File: src/rtl/add_serial_seq_if.sv
`default_nettype none
// ============================================================================
//  Module   : add_serial_seq_if
//  Purpose  : Bundles the operand stream, the adder control/data lines and
//             the result stream of the serial-adder sequencer.
//             'slave' is the sequencer's view; 'master' is the surrounding
//             environment (operand source, adder, result consumer).
//  Revision : 1.0  initial release
// ============================================================================
interface add_serial_seq_if #(
    parameter int WIDTH = 8
);
    // Operand stream
    logic             in_valid;
    logic             in_ready;
    logic [WIDTH-1:0] in_a;
    logic [WIDTH-1:0] in_b;
    logic             in_chain;

    // Adder interface
    logic [WIDTH-1:0] add_a;
    logic [WIDTH-1:0] add_b;
    logic             add_en;
    logic [WIDTH-1:0] add_out;

    // Result stream
    logic             res_valid;
    logic             res_ready;
    logic [WIDTH-1:0] res_data;

    modport slave (
        input  in_valid, in_a, in_b, in_chain, add_out, res_ready,
        output in_ready, add_a, add_b, add_en, res_valid, res_data
    );

    modport master (
        output in_valid, in_a, in_b, in_chain, add_out, res_ready,
        input  in_ready, add_a, add_b, add_en, res_valid, res_data
    );
endinterface
`default_nettype wire

File: src/rtl/add_serial_seq.sv
`default_nettype none
// ============================================================================
//  Module   : add_serial_seq
//  Purpose  : Upstream sequencer for the bit-serial adder. Accepts an operand
//             pair, launches the adder with a one-cycle enable, waits the
//             adder's fixed latency, presents the captured result, then
//             re-arms the adder (DONE->IDLE pulse) and idles for a short gap
//             before accepting the next pair. Chain mode substitutes the last
//             result for operand b.
//  Revision : 1.0  initial release
// ============================================================================
module add_serial_seq #(
    parameter int WIDTH     = 8,
    parameter int LAT       = 10,
    parameter int REARM_GAP = 1
) (
    input  wire logic         clk,
    input  wire logic         rst,       // synchronous, active low
    add_serial_seq_if.slave   bus,
    output logic              busy,
    output logic [7:0]        op_count
);

    // A gap below one cycle cannot guarantee the adder has left DONE.
    localparam int c_gap     = (REARM_GAP < 1) ? 1 : REARM_GAP;
    localparam int c_lat     = (LAT < 1) ? 1 : LAT;
    localparam int c_cnt_max = (c_lat > c_gap) ? c_lat : c_gap;
    localparam int c_cnt_w   = (c_cnt_max > 1) ? $clog2(c_cnt_max) : 1;

    typedef logic [c_cnt_w-1:0] cnt_t;

    typedef enum logic [2:0] {
        S_IDLE   = 3'd0,
        S_LAUNCH = 3'd1,
        S_WAIT   = 3'd2,
        S_RESP   = 3'd3,
        S_REARM  = 3'd4,
        S_GAP    = 3'd5
    } state_t;

    // ------------------------------------------------------------------
    // State and registered outputs
    // ------------------------------------------------------------------
    state_t           r_state_q,     w_state_d;
    cnt_t             r_cnt_q,       w_cnt_d;
    logic             r_in_ready_q,  w_in_ready_d;
    logic             r_busy_q,      w_busy_d;
    logic             r_add_en_q,    w_add_en_d;
    logic [WIDTH-1:0] r_add_a_q,     w_add_a_d;
    logic [WIDTH-1:0] r_add_b_q,     w_add_b_d;
    logic             r_res_valid_q, w_res_valid_d;
    logic [WIDTH-1:0] r_res_data_q,  w_res_data_d;
    logic [WIDTH-1:0] r_last_q,      w_last_d;
    logic [7:0]       r_op_count_q,  w_op_count_d;

    // Next-state and next-output computation for the whole sequencer
    always_comb begin
        w_state_d     = r_state_q;
        w_cnt_d       = r_cnt_q;
        w_add_en_d    = r_add_en_q;
        w_add_a_d     = r_add_a_q;
        w_add_b_d     = r_add_b_q;
        w_res_valid_d = r_res_valid_q;
        w_res_data_d  = r_res_data_q;
        w_last_d      = r_last_q;
        w_op_count_d  = r_op_count_q;

        case (r_state_q)
            S_IDLE: begin
                if (bus.in_valid) begin
                    w_add_a_d  = bus.in_a;
                    w_add_b_d  = bus.in_chain ? r_last_q : bus.in_b;
                    w_add_en_d = 1'b1;
                    w_state_d  = S_LAUNCH;
                end
            end

            // The edge ending this state is the one the adder samples en on;
            // the result is stable LAT edges later.
            S_LAUNCH: begin
                w_add_en_d = 1'b0;
                w_cnt_d    = cnt_t'(c_lat - 1);
                w_state_d  = S_WAIT;
            end

            S_WAIT: begin
                if (r_cnt_q == '0) begin
                    w_res_data_d  = bus.add_out;
                    w_last_d      = bus.add_out;
                    w_res_valid_d = 1'b1;
                    w_state_d     = S_RESP;
                end else begin
                    w_cnt_d = r_cnt_q - cnt_t'(1);
                end
            end

            // Result held until the consumer takes it; the handshake edge
            // also raises the re-arm pulse.
            S_RESP: begin
                if (bus.res_ready) begin
                    w_res_valid_d = 1'b0;
                    w_op_count_d  = r_op_count_q + 8'd1;
                    w_add_en_d    = 1'b1;
                    w_state_d     = S_REARM;
                end
            end

            S_REARM: begin
                w_add_en_d = 1'b0;
                w_cnt_d    = cnt_t'(c_gap - 1);
                w_state_d  = S_GAP;
            end

            S_GAP: begin
                if (r_cnt_q == '0) begin
                    w_state_d = S_IDLE;
                end else begin
                    w_cnt_d = r_cnt_q - cnt_t'(1);
                end
            end

            default: begin
                w_add_en_d    = 1'b0;
                w_res_valid_d = 1'b0;
                w_state_d     = S_IDLE;
            end
        endcase

        // Status flags follow the state being entered so they are
        // registered and aligned with it.
        w_in_ready_d = (w_state_d == S_IDLE);
        w_busy_d     = (w_state_d != S_IDLE);
    end

    // State register with synchronous active-low reset
    always_ff @(posedge clk) begin
        if (!rst) begin
            r_state_q     <= S_IDLE;
            r_cnt_q       <= '0;
            r_in_ready_q  <= 1'b1;
            r_busy_q      <= 1'b0;
            r_add_en_q    <= 1'b0;
            r_add_a_q     <= '0;
            r_add_b_q     <= '0;
            r_res_valid_q <= 1'b0;
            r_res_data_q  <= '0;
            r_last_q      <= '0;
            r_op_count_q  <= 8'd0;
        end else begin
            r_state_q     <= w_state_d;
            r_cnt_q       <= w_cnt_d;
            r_in_ready_q  <= w_in_ready_d;
            r_busy_q      <= w_busy_d;
            r_add_en_q    <= w_add_en_d;
            r_add_a_q     <= w_add_a_d;
            r_add_b_q     <= w_add_b_d;
            r_res_valid_q <= w_res_valid_d;
            r_res_data_q  <= w_res_data_d;
            r_last_q      <= w_last_d;
            r_op_count_q  <= w_op_count_d;
        end
    end

    assign bus.in_ready  = r_in_ready_q;
    assign bus.add_a     = r_add_a_q;
    assign bus.add_b     = r_add_b_q;
    assign bus.add_en    = r_add_en_q;
    assign bus.res_valid = r_res_valid_q;
    assign bus.res_data  = r_res_data_q;
    assign busy          = r_busy_q;
    assign op_count      = r_op_count_q;

endmodule
`default_nettype wire

File: src/flat_wrapper.sv
// flat-port wrapper written by rule: the top's interface ports become plain ports
module add_serial_seq_flat 
#(
    parameter int WIDTH     = 8,
    parameter int LAT       = 10,
    parameter int REARM_GAP = 1
)
  (clk, rst, busy, op_count, bus_in_valid, bus_in_a, bus_in_b, bus_in_chain, bus_add_out, bus_res_ready, bus_in_ready, bus_add_a, bus_add_b, bus_add_en, bus_res_valid, bus_res_data);
  add_serial_seq_if #(.WIDTH(WIDTH)) bus_i ();
  input  wire logic clk;
  input  wire logic rst;
  output logic busy;
  output logic [7:0] op_count;
  input wire logic [$bits(bus_i.in_valid)-1:0] bus_in_valid;
  input wire logic [$bits(bus_i.in_a)-1:0] bus_in_a;
  input wire logic [$bits(bus_i.in_b)-1:0] bus_in_b;
  input wire logic [$bits(bus_i.in_chain)-1:0] bus_in_chain;
  input wire logic [$bits(bus_i.add_out)-1:0] bus_add_out;
  input wire logic [$bits(bus_i.res_ready)-1:0] bus_res_ready;
  output wire logic [$bits(bus_i.in_ready)-1:0] bus_in_ready;
  output wire logic [$bits(bus_i.add_a)-1:0] bus_add_a;
  output wire logic [$bits(bus_i.add_b)-1:0] bus_add_b;
  output wire logic [$bits(bus_i.add_en)-1:0] bus_add_en;
  output wire logic [$bits(bus_i.res_valid)-1:0] bus_res_valid;
  output wire logic [$bits(bus_i.res_data)-1:0] bus_res_data;
  assign bus_i.in_valid = bus_in_valid;
  assign bus_i.in_a = bus_in_a;
  assign bus_i.in_b = bus_in_b;
  assign bus_i.in_chain = bus_in_chain;
  assign bus_i.add_out = bus_add_out;
  assign bus_i.res_ready = bus_res_ready;
  assign bus_in_ready = bus_i.in_ready;
  assign bus_add_a = bus_i.add_a;
  assign bus_add_b = bus_i.add_b;
  assign bus_add_en = bus_i.add_en;
  assign bus_res_valid = bus_i.res_valid;
  assign bus_res_data = bus_i.res_data;
  add_serial_seq #(.WIDTH(WIDTH), .LAT(LAT), .REARM_GAP(REARM_GAP)) u_core (.clk(clk), .rst(rst), .bus(bus_i), .busy(busy), .op_count(op_count));
endmodule
File: config.mk
export PLATFORM = sky130hd
export DESIGN_NAME = add_serial_seq_flat
export DESIGN_NICKNAME = d
export VERILOG_FILES = /design/src/rtl/add_serial_seq_if.sv /design/src/rtl/add_serial_seq.sv /design/src/flat_wrapper.sv
export SDC_FILE = /design/constraint.sdc
export NUM_CORES = 1
export LEC_CHECK = 0
export ABC_AREA = 1
export CAP_MARGIN = 20
export CELL_PAD_IN_SITES_DETAIL_PLACEMENT = 2
export CELL_PAD_IN_SITES_GLOBAL_PLACEMENT = 2
export CORE_UTILIZATION = 28
export CTS_BUF_LIST = sky130_fd_sc_hd__clkbuf_8
export CTS_CLUSTER_DIAMETER = 50
export DETAILED_ROUTE_END_ITERATION = 8
export PLACE_DENSITY_LB_ADDON = 0.05
export SYNTH_ARGS = -nofsm -noshare
export SYNTH_HDL_FRONTEND = slang
export SYNTH_SLANG_ARGS = --single-unit
File: constraint.sdc
create_clock -name clk -period 4.7 [get_ports clk]
set_clock_uncertainty 0.2 [all_clocks]
set_input_delay 0.94 -clock clk [delete_from_list [all_inputs] [get_ports clk]]
set_output_delay 0.94 -clock clk [all_outputs]
set_load 0.005 [all_outputs]
==> flow_summary.ini, run 1 <==
[power_and_ir_drop]
switching_power_mw = 0.349
p_per_area_mw_per_mm2 = 354
seq_power_share_pct = 43.8
p_int_mw = 0.678
pwr-share-comb_pct = 32.0
p_clk_share_pct = 24.2
switching_share_pct = 34.0
irDropWorstVdd_uv = 120
power_leakage_nw = 1.24

[clock_network]
cts_resized = 0
cts_tree = done
cts_max_path_buffers = 2
cts_buffers = 5
htree_levels = 2
root_buffer = clkbuf_8
clock-sinks = 43
cts-hold-fix-buffers = 0
clk_latency_ns = 0.30
cts_setup_buffers = 0
path_clk_slew_ns = 0.09

[sta]
fin_ws_ns = 2.25
fin_crit_ns = 2.45
fin_crit_sh_pct = 52.2
timing.fmax_mhz = 408
finalHoldViolations = 0
timing.slew.headroom_pct = 61.2
tns_ns = 0
setup_viol = 0
maxSlewViolCount = 0
timing.hold.ws_ns = 0.249
worstMarginPinSlew_ns = 0.581
rsz0062_at_grt = false

[routing]
first_pass_iters = 4
vias = 2060
drc = 0
vias_per_cell = 4.56
wl_um = 5990
ant_nets = 0
wl_per_cell_um = 13.3
drt-initial-drc-count = 35

[worst_setup_path]
path_class = input port to flop
max_stage_delay_ns = 0.54
cp-end-kind = flop
crit_chain = clkdlybuf4s50_1, nand3_2, o21ai_0, a21oi_1
arrival_ns = 2.43
critPathRequiredTime_ns = 4.67
crit_slowest_cell = clkdlybuf4s50_1
startpoint_type = input port
worst-path-max-fanout = 33

[cells_and_area]
nFillCells = 881
drive_gt1_share_pct = 8.78
num_antenna_cells = 0
area_growth_pct = 39.3
nets = 384

[synthesis]
yosysWarnings = 0
syn-mean-instance-area_um2 = 7.22
synth_top_family_by_area = simple AND/OR/NAND/NOR gates
synthXorXnorAreaFrac_pct = 0.842
synth_fa_ha_area_share_pct = 1.80
syn_area_mm2 = 0.00208
synth_seq_cells = 43
synth_cells = 288
yosys.area_share.simple_pct = 27.9
synthMuxAreaShare_pct = 0
synth-compound-area-share_pct = 16.4
synth_cell_types = 30
yosysSeqAreaShare_pct = 41.4
syn-num-nets = 320

[die]
core_mm2 = 0.00721
num_rows = 31
io_pins = 65
dieArea_mm2 = 0.00778
die_h_um = 88.2
die_x_um = 88.2
start_util_pct = 28.8

[global_route]
grt.total_usage_pct = 16.3
grt_max_degree = 34
antenna_found_initial = 0
overflow = 0
grt_pass1_vias = 2040
grt_pass1_wl_um = 9740

[status]
outcome = complete, no violations

[placement]
gp_congestion = 0.739
io_buffers = 64
dp_slack_ns = 1.91
dp_hpwl_um = 4530

[worst_hold_path]
hp-class = flop to flop

[flow_run]
drv_cap = 0
## kinds of logic after synthesis
kind of cell    Yosys count
compound gates           66
xor+xnor                  2
fa+ha+maj                 3
buf+inv                  60
flops                    43
simple gates            114
## cell type report
class	count	area, um^2	share of cell area (%)
inverter	52	196	6.78
sequential	43	861	29.7
multi-input combinational	185	977	33.7
timing repair buffer	65	648	22.4
clock inverter	3	23.8	0.820
tap	99	124	4.27
clock buffer	5	68.8	2.37
## cell usage after synthesis
cell type,n,area share [%]
nand2_1,51,9.2
inv_1,47,8.5
dfxtp_1,43,41
o21ai_0,34,8.2
nor2_1,31,5.6
a21oi_1,24,5.8
nand3_1,10,2.4
clkbuf_1,4,0.72
inv_2,4,0.72
nand2_4,4,2.2
nand3_2,4,1.9
nand4_1,4,1.2
o21ai_1,4,0.96
ha_1,3,1.8
nand3_4,3,2.5
a31oi_1,2,0.60
buf_2,2,0.48
nand2_2,2,0.60
and3_1,1,0.30
buf_4,1,0.36
clkbuf_8,1,0.66
clkinv_2,1,0.24
nor2_2,1,0.30
nor2_8,1,0.96
nor3_1,1,0.24
nor3_2,1,0.48
o211ai_1,1,0.36
o21bai_2,1,0.54
xnor2_1,1,0.42
xor2_1,1,0.42
## worst max-delay path, delay by kind of cell
kind,cells,cell delay [ns]
AO/OA/AOI/OAI,2,0.45
AND/OR/NAND/NOR,1,0.48
buffers and inverters,1,0.54
## power by group through the flow
stage	combinational (mW)	clock (mW)	sequential, mW
floorplan	0.185	0	0.457
CTS	0.337	0.264	0.451
global placement	0.324	0	0.457
global route	0.372	0.278	0.457
detailed placement	0.334	0	0.459
finish	0.328	0.249	0.450
## flip-flops by register name, summed over array words and instances, names as in the netlist
name,cells
u_core.bus.add_b,8
u_core.bus.add_a,8
u_core.op_count,8
u_core.bus.res_data,8
u_core.busy,1
u_core.r_state_q,3
u_core.bus.in_ready,1
u_core.bus.res_valid,1
u_core.r_cnt_q,4
u_core.bus.add_en,1
## worst paths after layout
kind / from / to / slack, ns / cells past startpoint
min reg2reg: u_core.bus.add_b[3] / u_core.bus.add_b[3] / 0.25 / 2
max: bus_in_valid / u_core.bus.add_a[0] / 2.25 / 4
max reg2reg: u_core.r_state_q[0] / u_core.bus.add_a[0] / 2.84 / 4
min: u_core.bus.add_b[3] / u_core.bus.add_b[3] / 0.25 / 2
## placed cells by master, fill, tap and decap left out, drive strengths merged
master          n
a21oi          24
a31oi           2
and3            1
buf             1
clkbuf          5
clkdlybuf4s50  64
clkinv          1
clkinvlp        2
dfxtp          43
ha              3
inv            52
nand2          57
nand3          17
nand4           4
nor2           33
nor3            2
o211ai          1
o21ai          38
o21bai          1
xnor2           1
xor2            1
## stage by stage
stage	instances	instance area, um^2	utilization [%]	total power [mW]
finish	452	2900	40.2	1.03
global route	452	2900	40.2	1.11
CTS	452	2900	40.2	1.05
detailed placement	444	2810	38.9	0.793
global placement	444	2810	38.9	0.781
floorplan	288	2080	-	0.642
## per-layer routing
metal  wire length, um  GRT usage, %
met5                 0             0
met2              2880          27.9
met1              2780          20.7
met4                49          3.96
met3               280          3.68
No activity file was read; power rests on OpenSTA's default activity.
==> run 2: changes to the inputs <==
--- a/config.mk
+++ b/config.mk
@@ -9,7 +9,7 @@
 export CAP_MARGIN = 20
 export CELL_PAD_IN_SITES_DETAIL_PLACEMENT = 2
 export CELL_PAD_IN_SITES_GLOBAL_PLACEMENT = 2
-export CORE_UTILIZATION = 28
+export CORE_UTILIZATION = 26
 export CTS_BUF_LIST = sky130_fd_sc_hd__clkbuf_8
 export CTS_CLUSTER_DIAMETER = 50
 export DETAILED_ROUTE_END_ITERATION = 8
==> constraint.sdc (replaced) <==
create_clock -name clk -period 2.3 [get_ports clk]
set_clock_uncertainty 0.2 [all_clocks]
set_input_delay 0.46 -clock clk [delete_from_list [all_inputs] [get_ports clk]]
set_output_delay 0.46 -clock clk [all_outputs]
set_load 0.005 [all_outputs]
==> run 2 against run 1 <==
Worst hold slack got worse by 0.0011 ns. Routed wire length rose by 0.38%. Clock-buffer cell count did not move. Register-to-register slack got worse by 2.3 ns. Sequential power rose by 100%. Die area rose by 7.5%. Sequential share of layout area fell by 0.64 points. Via count rose by 0.58%. Core utilization fell by 1.8 points.
==> flow_summary.ini, run 2 (synthesis gave the netlist of run 1 again) <==
[status]
outcome = complete, no violations

[worst_setup_path]
crit_slowest_cell = clkdlybuf4s50_1
critPathRequiredTime_ns = 1.64
max_stage_delay_ns = 0.54
startpoint_type = flop
crit_chain = clkdlybuf4s50_1
path_class = flop to primary output
worst-path-max-fanout = 5
critPathTopFamily = buffers and inverters
arrival_ns = 1.28
path_buf_inv = 1
cp-end-kind = primary output

[sta]
finalHoldViolations = 0
fin_ws_ns = 0.357
fin_crit_sh_pct = 84.5
rsz0062_at_grt = false
fin_crit_ns = 1.94
worstMarginPinSlew_ns = 0.496
tns_ns = 0
timing.fmax_mhz = 515
timing.hold.ws_ns = 0.248
maxSlewViolCount = 0
timing.slew.headroom_pct = 66.8
setup_viol = 0

[clock_network]
cts_tree = done
clk_latency_ns = 0.30
cts_buffers = 5
htree_levels = 2
clock-sinks = 43
cts_setup_buffers = 0
cts-hold-fix-buffers = 0
root_buffer = clkbuf_8
path_clk_slew_ns = 0.08
cts_resized = 0
cts_max_path_buffers = 2

[placement]
dp.cells = 449
io_buffers = 64
dp_slack_ns = 0.204
placed_area_mm2 = 0.00285
gp_congestion = 0.728
dp_hpwl_um = 4680

[cells_and_area]
stdcell_count = 457
nFillCells = 919
utilization_pct = 38.3
drive_gt1_share_pct = 9.30
final_area_mm2 = 0.00296
num_antenna_cells = 0
final_cell_mix = 64 x clkdlybuf4s50_1, 51 x nand2_1, 47 x inv_1
area_growth_pct = 42.4
final_common_cell = clkdlybuf4s50_1
nets = 386

[die]
die_x_um = 91.5
dieArea_mm2 = 0.00836
num_rows = 32
core_mm2 = 0.00773
io_pins = 65
die_h_um = 91.5
start_util_pct = 26.9

[global_route]
grt_max_degree = 34
overflow = 0
antenna_found_initial = 0
grt_pass1_wl_um = 10400
grt_pass1_vias = 2191
grt.total_usage_pct = 15.9

[power_and_ir_drop]
power_leakage_nw = 1.28
switching_power_mw = 0.696
pwr-share-comb_pct = 30.9
seq_power_share_pct = 41.8
irDropWorstVdd_uv = 258
switching_share_pct = 31.6
p_clk_share_pct = 27.2
p_int_mw = 1.51
p_per_area_mw_per_mm2 = 744
power_mw = 2.20

[routing]
wl_per_cell_um = 13.2
drc = 0
wl_um = 6020
ant_nets = 0
drt-initial-drc-count = 39
vias_per_cell = 4.53
vias = 2072
first_pass_iters = 3

[flow_run]
drv_cap = 0

[worst_hold_path]
hp-class = flop to flop
[run 2: routing by layer]
layer,GRT usage (%),vias up,part of all wire [%]
li1,-,1044,-
met1,18.3,983,44
met2,29.3,38,51
met3,3.52,7,3.5
met4,4.37,0,1.1
met5,0,-,0
[run 2: power groups by stage]
| stage | Combinational [mW] | Sequential, mW | Clock, mW |
|---|---|---|---|
| after floorplan | 0.378 | 0.935 | 0 |
| after detailed placement | 0.697 | 0.942 | 0 |
| after global routing | 0.777 | 0.937 | 0.655 |
| final | 0.681 | 0.922 | 0.600 |
| after global placement | 0.679 | 0.938 | 0 |
| after CTS | 0.700 | 0.926 | 0.632 |
[run 2: final timing paths]
kind	from	endpoint	slack, ns	cells after the start
setup / recovery	u_core.op_count[3]	op_count[3]	0.36	1
setup reg to reg	u_core.r_cnt_q[0]	u_core.bus.res_data[1]	0.55	8
hold reg to reg	u_core.bus.add_b[3]	u_core.bus.add_b[3]	0.25	2
hold / removal	u_core.bus.add_b[3]	u_core.bus.add_b[3]	0.25	2
[run 2: worst reg2reg max path: cells and delay by family (launching register included)]
family | cells | cell delay, ns
AND/OR/NAND/NOR | 4 | 0.65
adder cells (fa/ha/maj) | 1 | 0.18
buffers and inverters | 3 | 0.35
flip-flops | 1 | 0.32
[run 2: cell type report]
| type | instances | area [um^2] | share of cell area [%] |
|---|---|---|---|
| flip-flops and latches | 43 | 861 | 29.1 |
| inverters | 52 | 196 | 6.63 |
| multi-input cells | 185 | 977 | 33.0 |
| well taps | 102 | 128 | 4.31 |
| clock buffers | 5 | 68.8 | 2.32 |
| repair buffers | 67 | 688 | 23.2 |
| clock inverters | 3 | 43.8 | 1.48 |
==> run 3: changes to the inputs <==
==> constraint.sdc (replaced) <==
create_clock -name clk -period 1.8 [get_ports clk]
set_clock_uncertainty 0.2 [all_clocks]
set_input_delay 0.36 -clock clk [delete_from_list [all_inputs] [get_ports clk]]
set_output_delay 0.36 -clock clk [all_outputs]
set_load 0.005 [all_outputs]
==> run 3 against run 2 <==
Non-clock buffer count is 7 higher. Clock-buffer cell count did not move. Critical path depth unchanged. Clock power is 4.2% higher. Final area increased by 1.2%. First-iteration DRC count down 36%. Core utilization increased by 0.45 points. Sequential cell count did not move. Sequential power up 28%. Setup slack lost 0.30 ns. Final cell count up 1.5%. Sequential share of layout area about the same. Critical endpoint is now bus_res_valid. Largest cell class unchanged.
==> flow_summary.ini, run 3 (synthesis gave the netlist of run 1 again) <==
[clock_network]
htree_levels = 2
clock-sinks = 43
cts-hold-fix-buffers = 0
cts_resized = 4
cts_tree = done
cts_max_path_buffers = 2
root_buffer = clkbuf_8
path_clk_slew_ns = 0.09
clk_latency_ns = 0.30
cts_setup_buffers = 0
cts_buffers = 5

[placement]
io_buffers = 64
dp_slack_ns = -0.00653
gp_congestion = 0.757
dp_hpwl_um = 4780

[cells_and_area]
final_common_cell = clkdlybuf4s50_1
drive_gt1_share_pct = 12.4
num_antenna_cells = 0
nFillCells = 897
nets = 393
area_growth_pct = 44.1
final_cell_mix = 64 x clkdlybuf4s50_1, 51 x nand2_1, 48 x inv_1

[power_and_ir_drop]
power_leakage_nw = 1.30
irDropWorstVdd_uv = 381
p_per_area_mw_per_mm2 = 909

[global_route]
grt.total_usage_pct = 16.3
grt_pass1_vias = 2180
grt_pass1_wl_um = 10700
overflow = 0
grt_max_degree = 33
antenna_found_initial = 0

[worst_setup_path]
arrival_ns = 1.19
path_class = flop to primary output
startpoint_type = flop
crit_slowest_cell = clkdlybuf4s50_1
max_stage_delay_ns = 0.51
worst-path-max-fanout = 2
critPathTopFamily = buffers and inverters
path_buf_inv = 1
cp-end-kind = primary output
crit_chain = clkdlybuf4s50_1
critPathRequiredTime_ns = 1.24

[sta]
rsz0062_at_grt = false
timing.slew.headroom_pct = 71.3
finalHoldViolations = 0
timing.hold.ws_ns = 0.250
timing.fmax_mhz = 572
maxSlewViolCount = 0
fin_crit_ns = 1.75
fin_ws_ns = 0.0524
setup_viol = 0
fin_crit_sh_pct = 97.1
worstMarginPinSlew_ns = 0.428

[die]
core_mm2 = 0.00773
io_pins = 65
dieArea_mm2 = 0.00836
num_rows = 32
die_h_um = 91.5
start_util_pct = 26.9
die_x_um = 91.5

[routing]
wl_per_cell_um = 13.7
ant_nets = 0
vias_per_cell = 4.51
drc = 0
vias = 2094
first_pass_iters = 2
drt-initial-drc-count = 25
wl_um = 6380

[status]
outcome = complete, no violations

[flow_run]
drv_cap = 0

[worst_hold_path]
hp-class = flop to flop
[run 3: metal layers]
layer  wire length [um]  track usage [%]  vias up
met3                185             3.10        5
li1                   -                -     1057
met4                 53             4.50        0
met5                  0                0        -
met1               3000             20.0      996
met2               3140             28.8       36
[run 3: cell type report]
class	count	area [um^2]	share of cell area, %
inverter	52	196	6.55
multi-input combinational	185	977	32.6
timing repair buffer	74	741	24.7
clock buffer	5	68.8	2.30
sequential	43	871	29.0
clock inverter	3	16.3	0.543
tap	102	128	4.26
[run 3: through the flow]
stage	std cells	area [um^2]	TNS (ns)	util [%]	power, mW
2_1_floorplan	288	2080	0	-	1.68
3_3_place_gp	456	2900	0	37.6	2.11
3_5_place_dp	456	2900	-0.00653	37.6	2.14
4_1_cts	464	2990	0	38.7	2.80
5_1_grt	464	3000	0	38.8	2.93
6_report	464	3000	0	38.8	2.73
[run 3: worst paths after layout]
path,startpoint,endpoint,slack [ns],depth (start not counted)
min,u_core.bus.add_b[3],u_core.bus.add_b[3],0.25,2
max reg2reg,u_core.r_cnt_q[0],u_core.busy,0.18,9
max,u_core.bus.res_valid,bus_res_valid,0.05,1
min reg2reg,u_core.bus.add_b[3],u_core.bus.add_b[3],0.25,2
[run 3: where the power goes]
part | switching [mW] | internal [mW] | leakage [nW]
clock network | 0.359 | 0.267 | 0.0453
registers | 0.0938 | 1.08 | 0.356
logic | 0.461 | 0.463 | 0.902
